### src/rtl/vga_sync_gen.sv
// vga_sync_gen: VGA raster timing generator with registered sync, blanking and pixel position
// Ports: clk (rising edge), reset (sync, active-low), en (pixel advance),
//        hsync/vsync (active-low sync), video_on (visible region),
//        pixel_x/pixel_y (presented position), frame_start (pulse at (0,0)).
module vga_sync_gen #(
  parameter int H_VISIBLE = 640,
  parameter int H_FP      = 16,
  parameter int H_SYNC    = 96,
  parameter int H_BP      = 48,
  parameter int V_VISIBLE = 480,
  parameter int V_FP      = 10,
  parameter int V_SYNC    = 2,
  parameter int V_BP      = 33
) (
  input  logic       clk,
  input  logic       reset,
  input  logic       en,
  output logic       hsync,
  output logic       vsync,
  output logic       video_on,
  output logic [9:0] pixel_x,
  output logic [9:0] pixel_y,
  output logic       frame_start
);
  localparam int H_TOTAL = H_VISIBLE + H_FP + H_SYNC + H_BP;
  localparam int V_TOTAL = V_VISIBLE + V_FP + V_SYNC + V_BP;
  typedef enum logic [1:0] {H_ACTIVE, H_FRONT, H_SYNCP, H_BACK} h_state_t;
  typedef enum logic [1:0] {V_ACTIVE, V_FRONT, V_SYNCP, V_BACK} v_state_t;
  logic [9:0] r_h_cnt, r_v_cnt;
  h_state_t   r_h_st, w_h_nxt;
  v_state_t   r_v_st, w_v_nxt;
  logic       w_h_wrap, w_v_wrap;
  assign w_h_wrap = r_h_cnt == 10'(H_TOTAL - 1);
  assign w_v_wrap = r_v_cnt == 10'(V_TOTAL - 1);
  // Each state leaves on the last count of its region, so the state always
  // describes the counter value it sits beside.
  always_comb begin
    w_h_nxt = r_h_st;
    case (r_h_st)
      H_ACTIVE: if (r_h_cnt == 10'(H_VISIBLE - 1)) w_h_nxt = H_FRONT;
      H_FRONT:  if (r_h_cnt == 10'(H_VISIBLE + H_FP - 1)) w_h_nxt = H_SYNCP;
      H_SYNCP:  if (r_h_cnt == 10'(H_VISIBLE + H_FP + H_SYNC - 1)) w_h_nxt = H_BACK;
      H_BACK:   if (w_h_wrap) w_h_nxt = H_ACTIVE;
      default:  w_h_nxt = H_ACTIVE;
    endcase
  end
  // Vertical transitions happen only at the end of a line.
  always_comb begin
    w_v_nxt = r_v_st;
    case (r_v_st)
      V_ACTIVE: if (w_h_wrap && r_v_cnt == 10'(V_VISIBLE - 1)) w_v_nxt = V_FRONT;
      V_FRONT:  if (w_h_wrap && r_v_cnt == 10'(V_VISIBLE + V_FP - 1)) w_v_nxt = V_SYNCP;
      V_SYNCP:  if (w_h_wrap && r_v_cnt == 10'(V_VISIBLE + V_FP + V_SYNC - 1)) w_v_nxt = V_BACK;
      V_BACK:   if (w_h_wrap && w_v_wrap) w_v_nxt = V_ACTIVE;
      default:  w_v_nxt = V_ACTIVE;
    endcase
  end
  // Outputs are loaded from the current counter/state, one enabled cycle behind.
  always_ff @(posedge clk) begin
    if (!reset) begin
      r_h_cnt     <= '0;
      r_v_cnt     <= '0;
      r_h_st      <= H_ACTIVE;
      r_v_st      <= V_ACTIVE;
      hsync       <= 1'b1;
      vsync       <= 1'b1;
      video_on    <= 1'b0;
      pixel_x     <= '0;
      pixel_y     <= '0;
      frame_start <= 1'b0;
    end else if (en) begin
      r_h_cnt     <= w_h_wrap ? '0 : r_h_cnt + 10'd1;
      r_v_cnt     <= w_h_wrap ? (w_v_wrap ? '0 : r_v_cnt + 10'd1) : r_v_cnt;
      r_h_st      <= w_h_nxt;
      r_v_st      <= w_v_nxt;
      hsync       <= r_h_st != H_SYNCP;
      vsync       <= r_v_st != V_SYNCP;
      video_on    <= r_h_st == H_ACTIVE && r_v_st == V_ACTIVE;
      pixel_x     <= r_h_cnt;
      pixel_y     <= r_v_cnt;
      frame_start <= r_h_cnt == '0 && r_v_cnt == '0;
    end
  end
endmodule

### config.mk
export PLATFORM = sky130hd
export DESIGN_NAME = vga_sync_gen
export DESIGN_NICKNAME = d
export VERILOG_FILES = /design/src/rtl/vga_sync_gen.sv
export SDC_FILE = /design/constraint.sdc
export NUM_CORES = 1
export LEC_CHECK = 0
export BUFFER_PORTS_ARGS = -buffer_cell sky130_fd_sc_hd__buf_2
export CORE_MARGIN = 4
export CORE_UTILIZATION = 40
export CTS_BUF_LIST = sky130_fd_sc_hd__clkbuf_16
export CTS_CLUSTER_DIAMETER = 120
export DETAILED_ROUTE_END_ITERATION = 10
export PLACE_DENSITY_LB_ADDON = 0.25
export SYNTH_ARGS = -nofsm -noshare
export SYNTH_HDL_FRONTEND = slang
export SYNTH_SLANG_ARGS = --single-unit
export TNS_END_PERCENT = 10
### constraint.sdc
create_clock -name clk -period 2.4 [get_ports clk]
set_input_delay 0.72 -clock clk [delete_from_list [all_inputs] [get_ports clk]]
set_output_delay 0.72 -clock clk [all_outputs]
set_load 0.005 [all_outputs]
# [Word-level counts from Yosys, hierarchy flattened]
# Index checks and enable logic that the tools add are counted.
# Widths: inputs -> output; s select.
[word_totals] reg_bits=48 input_bits=3 out_inout_bits=24 wordCells=61
[classes] addsub=2 eq_ne=24 muxes=12 reduce_logical=13
[ops] cell="$eq 10x10->1 const B" n=5
[ops] cell="$eq 10x9->1 const B" n=3
[ops] cell="$add 10x1->10 const B" n=2
[ops] cell="$logic_not 10->1" n=2
[ops] cell="$mux 10" n=2
[ops] cell="$ne 2x2->1 const B" n=10
[ops] cell="$mux 2" n=8
[ops] cell="$pmux 2 s4" n=2
[ops] cell="$reduce_and 5->1" n=2
[ops] cell="$eq 2x2->1 const B" n=4
[ops] cell="$logic_and 1x1->1" n=6
[ops] cell="$eq 2x1->1 const B" n=2
[ops] cell="$logic_not 2->1" n=2
[ops] cell="$reduce_and 2->1" n=1

# [Depth between registers and ports, before layout]
# Gate-level depths: netlist (run 1).
[logic_depth] ltp_word=4 depth_mapped=7 ltp_nobuf=7

# [Least setup slack after synthesis (run 1)]
# No wires, ideal clock.
[synth_path] path_kind="input to register" start="input port en" end="register r_h_st[0]" setup_time_ns=0.122 arrival_ns=1.895 t_required_ns=2.278 slack_ns=0.383 cell_stages=6 path_cell_list="buf_2 and4_1 buf_2 and3_1 o221ai_1 o311a_1"
[synth_via] elab_chain_len=1
[synth_rtl] item="start, declared" line_no="17" rtl="input logic en,"
[synth_rtl] item="$reduce_and 5->1 (no source line)"
[synth_rtl] item="end signal, assigned" line_no="74" rtl="r_h_st <= w_h_nxt;"
[synth_rtl] item="end, declared" line_no="30" rtl="h_state_t r_h_st, w_h_nxt;"
# No other way between the ends.
# A chain may end at the register's enable or synchronous reset.

# [Worst setup path in the final report (run 1)]
[layout_path] start="register r_h_cnt[1]" end="register r_v_cnt[4]"
[layout_via] elab_chain_len=2
[layout_rtl] item="start, declared" line_no="29" rtl="logic [9:0] r_h_cnt, r_v_cnt;"
[layout_rtl] item="start signal, assigned" line_no="72" rtl="r_h_cnt <= w_h_wrap ? '0 : r_h_cnt + 10'd1;"
[layout_rtl] item="$eq 10x10->1" line_no="33" rtl="assign w_h_wrap = r_h_cnt == 10'(H_TOTAL - 1);"
[layout_rtl] item="$reduce_and 2->1 (no source line)"
[layout_rtl] item="end signal, assigned" line_no="73" rtl="r_v_cnt <= w_h_wrap ? (w_v_wrap ? '0 : r_v_cnt + 10'd1) : r_v_cnt;"
[layout_rtl] item="end, declared" line_no="29"
# No other way between the ends.

==> results of run 1 <==
cell usage in the layout (no fill, tap or decap), types with 2 or more instances in the layout:
| master | Yosys | routed |
|---|---|---|
| buf_2 | 5 | 26 |
| inv_1 | 13 | 13 |
| nand2b_1 | 2 | 2 |
| nor4_2 | 5 | 5 |
| nand2_1 | 17 | 17 |
| o21ai_1 | 2 | 2 |
| and3_1 | 6 | 6 |
| mux2i_1 | 22 | 22 |
| a21boi_1 | 2 | 2 |
| nor2_1 | 17 | 17 |
| xor2_1 | 7 | 7 |
| nand4_1 | 6 | 6 |
| nor3_1 | 2 | 2 |
| xnor2_1 | 8 | 8 |
| and2_1 | 4 | 4 |
| o21ai_0 | 5 | 5 |
| or3_1 | 4 | 4 |
| a21boi_0 | 2 | 2 |
| nor2b_1 | 23 | 23 |
| a21oi_1 | 2 | 2 |
| nand3_4 | 2 | 2 |
| dfxtp_1 | 48 | 48 |
| clkinv_2 | 0 | 2 |
| clkbuf_16 | 0 | 5 |
| buf_4 | 0 | 2 |
| ha_1 | 13 | 13 |
| nand3_1 | 10 | 10 |
metal layers:
metal  up-vias  GRT usage  routed length (µm)
met5         -          0                   0
met4         0    0.04317                  46
met3         4    0.03650                 132
met2        16     0.2281                2163
met1       835     0.1882                2349
li1        914          -                   -
power breakdown:
| group | internal [mW] | total, mW | leakage (nW) | switching [mW] |
|---|---|---|---|---|
| clock | 0.384 | 0.677 | 0.0736 | 0.293 |
| sequential | 0.803 | 0.808 | 0.388 | 0.00496 |
| combinational | 0.0289 | 0.0629 | 0.645 | 0.0340 |
| total | 1.22 | 1.55 | 1.11 | 0.332 |
synthesized netlist by cell type, drive strengths merged (6+ instances only):
library cell and n:
nand4 6, xnor2 8, nand2 18, nand3 12, mux2i 22, nor2b 23
dfxtp 48, inv 14, xor2 7, and3 6, ha 13, o21ai 7
buf 6, nor2 18
area by class of cell:
type	instances	area (µm²)	share of cell area
Clock buffer	5	125.1	0.04566
Clock inverter	3	18.77	0.006849
Inverter	14	52.55	0.01918
Multi-Input combinational cell	180	1348	0.4918
Sequential cell	48	960.9	0.3507
Tap cell	72	90.09	0.03288
Timing Repair Buffer	28	145.1	0.05297
worst register-to-register path, stage by stage, from the launching register on:
cell     delay [ns]
dfxtp_1        0.41
ha_1           0.25
and4_1         0.41
nand4_1        0.31
or3_1          0.39
a21oi_1        0.15
final timing paths:
path	from	endpoint	slack, ns	cells past startpoint
hold reg to reg	vsync	vsync	0.47	2
hold / removal	vsync	vsync	0.47	2
setup / recovery	r_h_cnt[1]	r_v_cnt[4]	0.41	5
setup reg to reg	r_h_cnt[1]	r_v_cnt[4]	0.41	5
registers in the layout, summed over array words and instances (netlist names):
| signal | flops |
|---|---|
| pixel_x | 10 |
| pixel_y | 10 |
| r_h_cnt | 10 |
| r_v_cnt | 10 |
| r_h_st | 2 |
| r_v_st | 2 |
| frame_start | 1 |
| hsync | 1 |
| video_on | 1 |
| vsync | 1 |
cell families after synthesis:
kind of cell | after synthesis
compound gates | 22
buf+inv | 25
flops | 48
simple gates | 108
mux | 22
fa+ha+maj | 13
xor+xnor | 15
==> impl_results.md, run 1 <==
- Status: finished clean
- Power Density: 564.8 nW/µm²
- Worst EP arrival: 2.20 ns
- Post-layout util: 0.4828
- Layout Cell Area excl Fill: 2740 µm²
- Critical path class: flip-flop to flip-flop
- Die W: 85.60 µm
- Nets: 293
- Final Hold Fails: 0
- Final setup viols: 0
- # IOs: 27
- Clk Latency, worst-skew pair: 0.29 ns
- Sequential fraction of the synthesis area: 0.3990
- Routed via count: 1769
- XOR/XNOR share of the synthesized area: 0.05455
- Rows: 27
- Slowest cell on crit path: dfxtp_1
- Fill count: 547
- Full die area: 7327 µm²
- Pin count of the biggest net entering global routing: 37
- Placed Area: 2596 µm²
- Compound-Gate Fraction of Synth Area: 0.06545
- Vias in the first global route: 1807
- GP Congestion: 0.7805
- Vias/cell: 5.054
- Hold_buf cts: 0
- Total global routing overflow: 0
- Period Utilization, post-route: 0.8290
- Crit-path max FO: 6
- Worst Tran Pin Value: 0.5421 ns
- First-pass GRT wire length: 8500 µm
- Initial antenna violation count: 0
- Fraction of the mapped netlist area in adder cells: 0.06753
- Post-synth top area share: 0.3990
- Max stage delay on crit path: 0.41 ns
- Antenna cells: 0
- Post-Syn Nets: 269
- Biggest area consumer among synthesized cells: dfxtp_1
- Rel. slew slack: 0.6386
- Max VDD drop: 0.3123 mV
- EDFF count, synth: 0
- Setup WS post-layout: 0.4104 ns
- Pre-antenna DRT Iters: 4
- Period minus WS final: 1.990 ns
- DRT Wirelength: 4691 µm
- Pins Over Slew Limit: 0
- Postcts setup bufs: 0
- Synth-to-Final Area Change: 13.77%
- CTS tree: done
- Core Area: 5675 µm²
- Total CTS buffers: 5
- Fin Setup TNS: 0 ns
- Clk root buf: clkbuf_16
- Pwr Total: 1.548 mW
- Starting Density: 0.4244
- All-Layer GR Usage: 0.1424
- WL/cell: 13.40 µm
- Die Span Y: 85.60 µm
- Critical Path Start Type: flip-flop
- CP endpoint kind: flip-flop
- Dpl cells: 342
- Clk pin slew, worst setup/hold paths: 0.06 ns
- Post_cts resized: 0
- Max_cap viols: 0
- Fmax: 502.6 MHz
- Simple-gate share of the synthesized area: 0.2805
- Synth Flop Type: dfxtp_1
- H-tree levels: 2
- CTS Buffer Depth: 2
- HPWL after detailed placement: 3379 µm
- Worst hold path class: flip-flop to flip-flop
- Layout Cells excl Fill: 350
- Mapped Cells: 253
- Main combinational cell family by area after synthesis: simple AND/OR/NAND/NOR gates
- Flops & latches, synth: 48
- 1st-iter DRT viols: 79
- Hold WS: 0.4706 ns
- Unrepaired setup endpoints after global routing: no
- Routed Antenna Nets: 0
- YS warnings: 0
- CP Cell Sequence: ha_1, and4_1, nand4_1, or3_1, a21oi_1
- Largest cells by area after synthesis: dfxtp_1 40%, mux2i_1 9.1%, ha_1 6.8%
- Critical path required time: 2.61 ns
- Clk sinks: 48
- Crit-path leading delay family: simple AND/OR/NAND/NOR gates
- Static Leak: 1.106 nW
- Place WS: 0.2904 ns
- Avg Cell Area, Syn: 9.520 µm²
- Share of layout cells above drive strength 1: 0.1763
- Port bufs: 26
- DRC violation count after routing: 0
- Syn Std Cell Area: 2409 µm²
- Skew final: 0.004565 ns
- Worst path bufs/invs: 0
- FFs w/ async S/R, synth: 0
- Distinct cells, synth: 46
- Mux contribution to synthesized area: 0.09143
(Power assumes the default switching activity.)
==> run 2, diff against run 1 <==
==> constraint.sdc (replaced) <==
create_clock -name clk -period 1.83 [get_ports clk]
set_input_delay 0.549 -clock clk [delete_from_list [all_inputs] [get_ports clk]]
set_output_delay 0.549 -clock clk [all_outputs]
set_load 0.005 [all_outputs]
==> impl_results.md, run 2 (synthesis gave the netlist of run 1 again) <==
- Status: finished clean
- Routed via count: 1895 (+7.1%)
- 1st-iter DRT viols: 94 (+19%)
- DRC violation count after routing: 0 (unchanged)
- Antenna cells: 0 (unchanged)
- Total CTS buffers: 5 (unchanged)
- Hold_buf cts: 0 (unchanged)
- GP Congestion: 0.8021 (+2.8%)
- CTS tree: done
- Max stage delay on crit path: 0.35 ns (-0.06 ns)
- Postcts setup bufs: 0 (unchanged)
- Critical path class: flip-flop to flip-flop
- Rel. slew slack: 0.7720 (+0.1335)
- Routed Antenna Nets: 0 (unchanged)
- HPWL after detailed placement: 3913 µm (+16%)
- First-pass GRT wire length: 9045 µm (+6.4%)
- Full die area: 7327 µm² (unchanged)
- Clk root buf: clkbuf_16
- Commonest non-fill, non-tap cell in the layout: dfxtp_1
- Worst EP arrival: 1.99 ns (-0.21 ns)
- Static Leak: 1.210 nW (+9.4%)
- Pin count of the biggest net entering global routing: 18 (-51%)
- WL/cell: 14.23 µm (+6.2%)
- Clk sinks: 48 (unchanged)
- Slowest cell on crit path: dfxtp_2
- Critical path required time: 2.05 ns (-0.56 ns)
- Pins Over Slew Limit: 0 (unchanged)
- Final Hold Fails: 0 (unchanged)
- Final setup viols: 0 (unchanged)
- Fmax: 563.9 MHz (+12%)
- H-tree levels: 2 (unchanged)
- Core Area: 5675 µm² (unchanged)
- Most frequent cells in the layout: 43 x dfxtp_1, 26 x buf_2, 24 x buf_4
- Port bufs: 26 (unchanged)
- Power Density: 689.7 nW/µm² (+22%)
- CP endpoint kind: flip-flop
- # IOs: 27 (unchanged)
- Vias in the first global route: 1874 (+3.7%)
- CP Cell Sequence: inv_1, ha_1, or3_1, a211oi_2, o221ai_2, buf_4, nand2_1, o311a_1
- CTS Buffer Depth: 2 (unchanged)
- Crit-path max FO: 3 (-3)
- Pwr Total: 2.031 mW (+31%)
- Worst hold path class: flip-flop to flip-flop
- Critical Path Start Type: flip-flop
- Max_cap viols: 0 (unchanged)
- Hold WS: 0.4796 ns (+0.009041 ns)
- Vias/cell: 5.108 (+1.1%)
- Period Utilization, post-route: 0.9690 (+0.1400)
- Period minus WS final: 1.773 ns (-0.2163 ns)
- Total global routing overflow: 0 (unchanged)
- Pre-antenna DRT Iters: 4 (unchanged)
- Initial antenna violation count: 0 (unchanged)
- Rows: 27 (unchanged)
- Max VDD drop: 0.5334 mV (+71%)
- Worst Tran Pin Value: 0.3415 ns (-0.2007 ns)
- Unrepaired setup endpoints after global routing: yes
- Die Span Y: 85.60 µm (unchanged)
- Clk pin slew, worst setup/hold paths: 0.06 ns (about the same)
- Clk Latency, worst-skew pair: 0.28 ns (about the same)
- DRT Wirelength: 5281 µm (+13%)
- All-Layer GR Usage: 0.1514 (+0.009077)
- Share of layout cells above drive strength 1: 0.2742 (+0.09799)
- Skew final: 0.005391 ns (+0.0008253 ns)
- Starting Density: 0.4244 (unchanged)
- Synth-to-Final Area Change: 22.29%
- Die W: 85.60 µm (unchanged)
- Nets: 315 (+7.5%)
-- run 2: cell count changes in the layout (fill, tap and decap cells not counted), moves of 2 or more --
cell     before  now
ha_2          0    2
ha_1         13   11
dfxtp_2       0    5
and3_4        0    2
buf_4         2   24
and3_1        6    4
dfxtp_1      48   43
-- run 2: cell type report --
type,instances,area [µm²]
Multi-Input combinational cell,180,1388
Clock inverter,2,12.51
Inverter,14,52.55
Fill cell,519,2730
Timing Repair Buffer,50,310.3
Sequential cell,48,967.2
Tap cell,72,90.09
Clock buffer,5,125.1
-- run 2: layer usage --
metal / up-vias / wire, µm / track usage
met5: - / 0 / 0
met4: 0 / 98 / 0.05036
met3: 8 / 180 / 0.03554
met2: 33 / 2567 / 0.2556
met1: 897 / 2435 / 0.1895
li1: 957 / - / -
-- run 2: where the power goes --
group / leakage, nW / switching (mW) / internal, mW / total (mW)
Clock: 0.0657 / 0.379 / 0.496 / 0.875
Combinational: 0.754 / 0.0520 / 0.0468 / 0.0987
Sequential: 0.390 / 0.00508 / 1.05 / 1.06
-- run 2: final timing paths --
check	slack, ns	to	depth (start not counted)	from
hold / removal	0.48	vsync	2	vsync
hold reg to reg	0.48	vsync	2	vsync
setup reg to reg	0.06	r_h_st[0]	8	r_h_st[0]
setup / recovery	0.06	r_h_st[0]	8	r_h_st[0]
-- run 2: worst max-delay path, delay by kind of cell, from the launching register on --
family                   cells  cell delay (ns)
AND/OR/NAND/NOR              2             0.38
buffers and inverters        2             0.23
flip-flops                   1             0.35
AO/OA/AOI/OAI                3             0.55
adder cells (fa/ha/maj)      1             0.21
-- run 2: metrics by stage --
step                      instances  area, µm²    util  TNS (ns)  setup slack [ns]
after detailed placement        364       2766  0.4874         0           0.05218
after floorplan                 253       2416       -         0           0.02753
after CTS                       371       2910  0.5128         0           0.02975
after global routing            371       2945  0.5190   -0.1084          -0.05800
final                           371       2945  0.5190         0           0.05675
after global placement          364       2766  0.4874         0           0.04939
-- run 2: repair_timing --
| action | in CTS | in global routing |
|---|---|---|
| pin swaps | 0 | 3 |
| setup endpoints to repair | 2 | 6 |
| gates resized for setup | 2 | 11 |
==> run 3, diff against run 2 <==
--- a/config.mk
+++ b/config.mk
@@ -12,6 +12,7 @@
 export CTS_CLUSTER_DIAMETER = 120
 export DETAILED_ROUTE_END_ITERATION = 10
 export PLACE_DENSITY_LB_ADDON = 0.25
+export REMOVE_ABC_BUFFERS = 1
 export SYNTH_ARGS = -nofsm -noshare
 export SYNTH_HDL_FRONTEND = slang
 export SYNTH_SLANG_ARGS = --single-unit
==> impl_results.md, run 3 (synthesis gave the netlist of run 1 again) <==
- First-pass GRT wire length: 9004 µm (-0.45%)
- Final Hold Fails: 0 (unchanged)
- Multi-input logic area: 1403 µm² (+1.1%)
- Rows: 27 (unchanged)
- Period minus WS final: 1.713 ns (-0.06032 ns)
- Total CTS buffers: 5 (unchanged)
- DRC violation count after routing: 0 (unchanged)
- Placed Area: 2779 µm² (+0.45%)
- Die Span Y: 85.60 µm (unchanged)
- Fin Setup TNS: 0 ns (unchanged)
- FF-to-FF setup slack: 0.12 ns (+0.06 ns)
- Clk root buf: clkbuf_16
- Max_cap viols: 0 (unchanged)
- Worst hold path class: flip-flop to flip-flop
- Most frequent cells in the layout: 37 x dfxtp_1, 26 x buf_2, 22 x mux2i_1, 22 x nor2b_1, 22 x buf_4
- Pre-antenna DRT Iters: 4 (unchanged)
- Critical Path Start Type: flip-flop
- Pin count of the biggest net entering global routing: 22 (+4)
- Fmax: 583.8 MHz (+3.5%)
- Crit-path max FO: 4 (+1)
- Die W: 85.60 µm (unchanged)
- HPWL after detailed placement: 3752 µm (-4.1%)
- CP endpoint kind: flip-flop
- Pwr Total: 2.013 mW (-0.91%)
- Share of layout cells above drive strength 1: 0.2910 (+0.01672)
- WL/cell: 13.77 µm (-3.2%)
- Clk pin slew, worst setup/hold paths: 0.06 ns (about the same)
- Power Density: 672.5 nW/µm² (-2.5%)
- Starting Density: 0.4244 (unchanged)
- # IOs: 27 (unchanged)
- Worst EP arrival: 1.93 ns (-0.06 ns)
- Worst Tran Pin Value: 0.3489 ns (+0.007382 ns)
- H-tree levels: 2 (unchanged)
- Synth-to-Final Area Change: 24.26%
- Skew final: 0.005498 ns (+0.0001078 ns)
- Core Area: 5675 µm² (unchanged)
- Static Leak: 1.225 nW (+1.2%)
- Worst Setup SP: r_v_st[0]
- Hold WS: 0.4784 ns (-0.001228 ns)
- Critical path required time: 2.04 ns (about the same)
- All-Layer GR Usage: 0.1525 (+0.001090)
- 1st-iter DRT viols: 93 (-1.1%)
- Status: finished clean
- Full die area: 7327 µm² (unchanged)
- Routed via count: 1893 (-0.11%)
- Register cell area after layout: 979.7 µm² (+1.3%)
- GP Congestion: 0.8689 (+8.3%)
- Reg2Reg Launch Point: r_v_st[0]
- Port bufs: 26 (unchanged)
- CTS Buffer Depth: 2 (unchanged)
- Max VDD drop: 0.4358 mV (-18%)
- Antenna cells: 0 (unchanged)
- Initial antenna violation count: 0 (unchanged)
- Critical path class: flip-flop to flip-flop
- Routed Antenna Nets: 0 (unchanged)
- Hold path startpoint: vsync
- Rel. slew slack: 0.7674 (-0.004610)
- Vias in the first global route: 1847 (-1.4%)
- DRT Wirelength: 5110 µm (-3.2%)
- CTS tree: done
- Unrepaired setup endpoints after global routing: no
- Fill count: 528 (+1.7%)
- Final setup viols: 0 (unchanged)
- Vias/cell: 5.102 (-0.11%)
- Period Utilization, post-route: 0.9360 (-0.03296)
- Pins Over Slew Limit: 0 (unchanged)
- Clk sinks: 48 (unchanged)
- Nets: 315 (unchanged)
- Clk Latency, worst-skew pair: 0.28 ns (about the same)
- Hold_buf cts: 0 (unchanged)
- Layout Cell Area excl Fill: 2993 µm² (+1.6%)
- Total global routing overflow: 0 (unchanged)
- Commonest non-fill, non-tap cell in the layout: dfxtp_1
run 3: changes by cell type in the layout (fill, tap and decap cells not counted), moves of 2 or more:
cell	delta
dfxtp_1	-6
buf_12	+2
clkinv_1	+2
dfxtp_2	+4
ha_4	+2
buf_4	-2
dfxtp_4	+2
run 3: final timing paths:
path                                  end  depth (start not counted)
worst max-delay path            r_v_st[1]                          6
worst min-delay path                vsync                          2
worst max register to register  r_v_st[1]                          6
worst min register to register      vsync                          2
run 3: through the flow:
| stage | util | instances | setup WS, ns |
|---|---|---|---|
| after CTS | 0.5146 | 370 | -0.006729 |
| after floorplan | - | 242 | 0.08035 |
| after global routing | 0.5273 | 371 | 0.005953 |
| after global placement | 0.4896 | 363 | -0.0003639 |
| final | 0.5273 | 371 | 0.1171 |
| after detailed placement | 0.4896 | 363 | -0.02379 |
run 3: final cells by class:
| type | count | area share |
|---|---|---|
| clock buffers | 5 | 0.04181 |
| clock inverters | 2 | 0.002508 |
| inverters | 14 | 0.01756 |
| multi-input cells | 180 | 0.4686 |
| flip-flops and latches | 48 | 0.3273 |
| well taps | 72 | 0.03010 |
| repair buffers | 50 | 0.1120 |
run 3: critical path: stages, from the launching register on:
cell	delay (ns)
dfxtp_4	0.36
inv_1	0.06
ha_1	0.20
or3_1	0.37
o31a_1	0.14
nor4b_4	0.31
mux2i_1	0.21
run 3: what timing repair did:
item,in CTS,in global routing
endpoints found under the setup margin,3,7
buffers inserted,0,1
pin swaps,1,4
gates resized for setup,3,21
run 3: routing by layer:
metal / wire [µm] / GRT usage
met5: 0 / 0
met1: 2386 / 0.1945
met4: 65 / 0.04748
met3: 155 / 0.03362
met2: 2502 / 0.2564
run 3: power by group:
part | switching (mW) | internal (mW)
clock | 0.364 | 0.489
combinational | 0.0512 | 0.0496
sequential | 0.00708 | 1.05
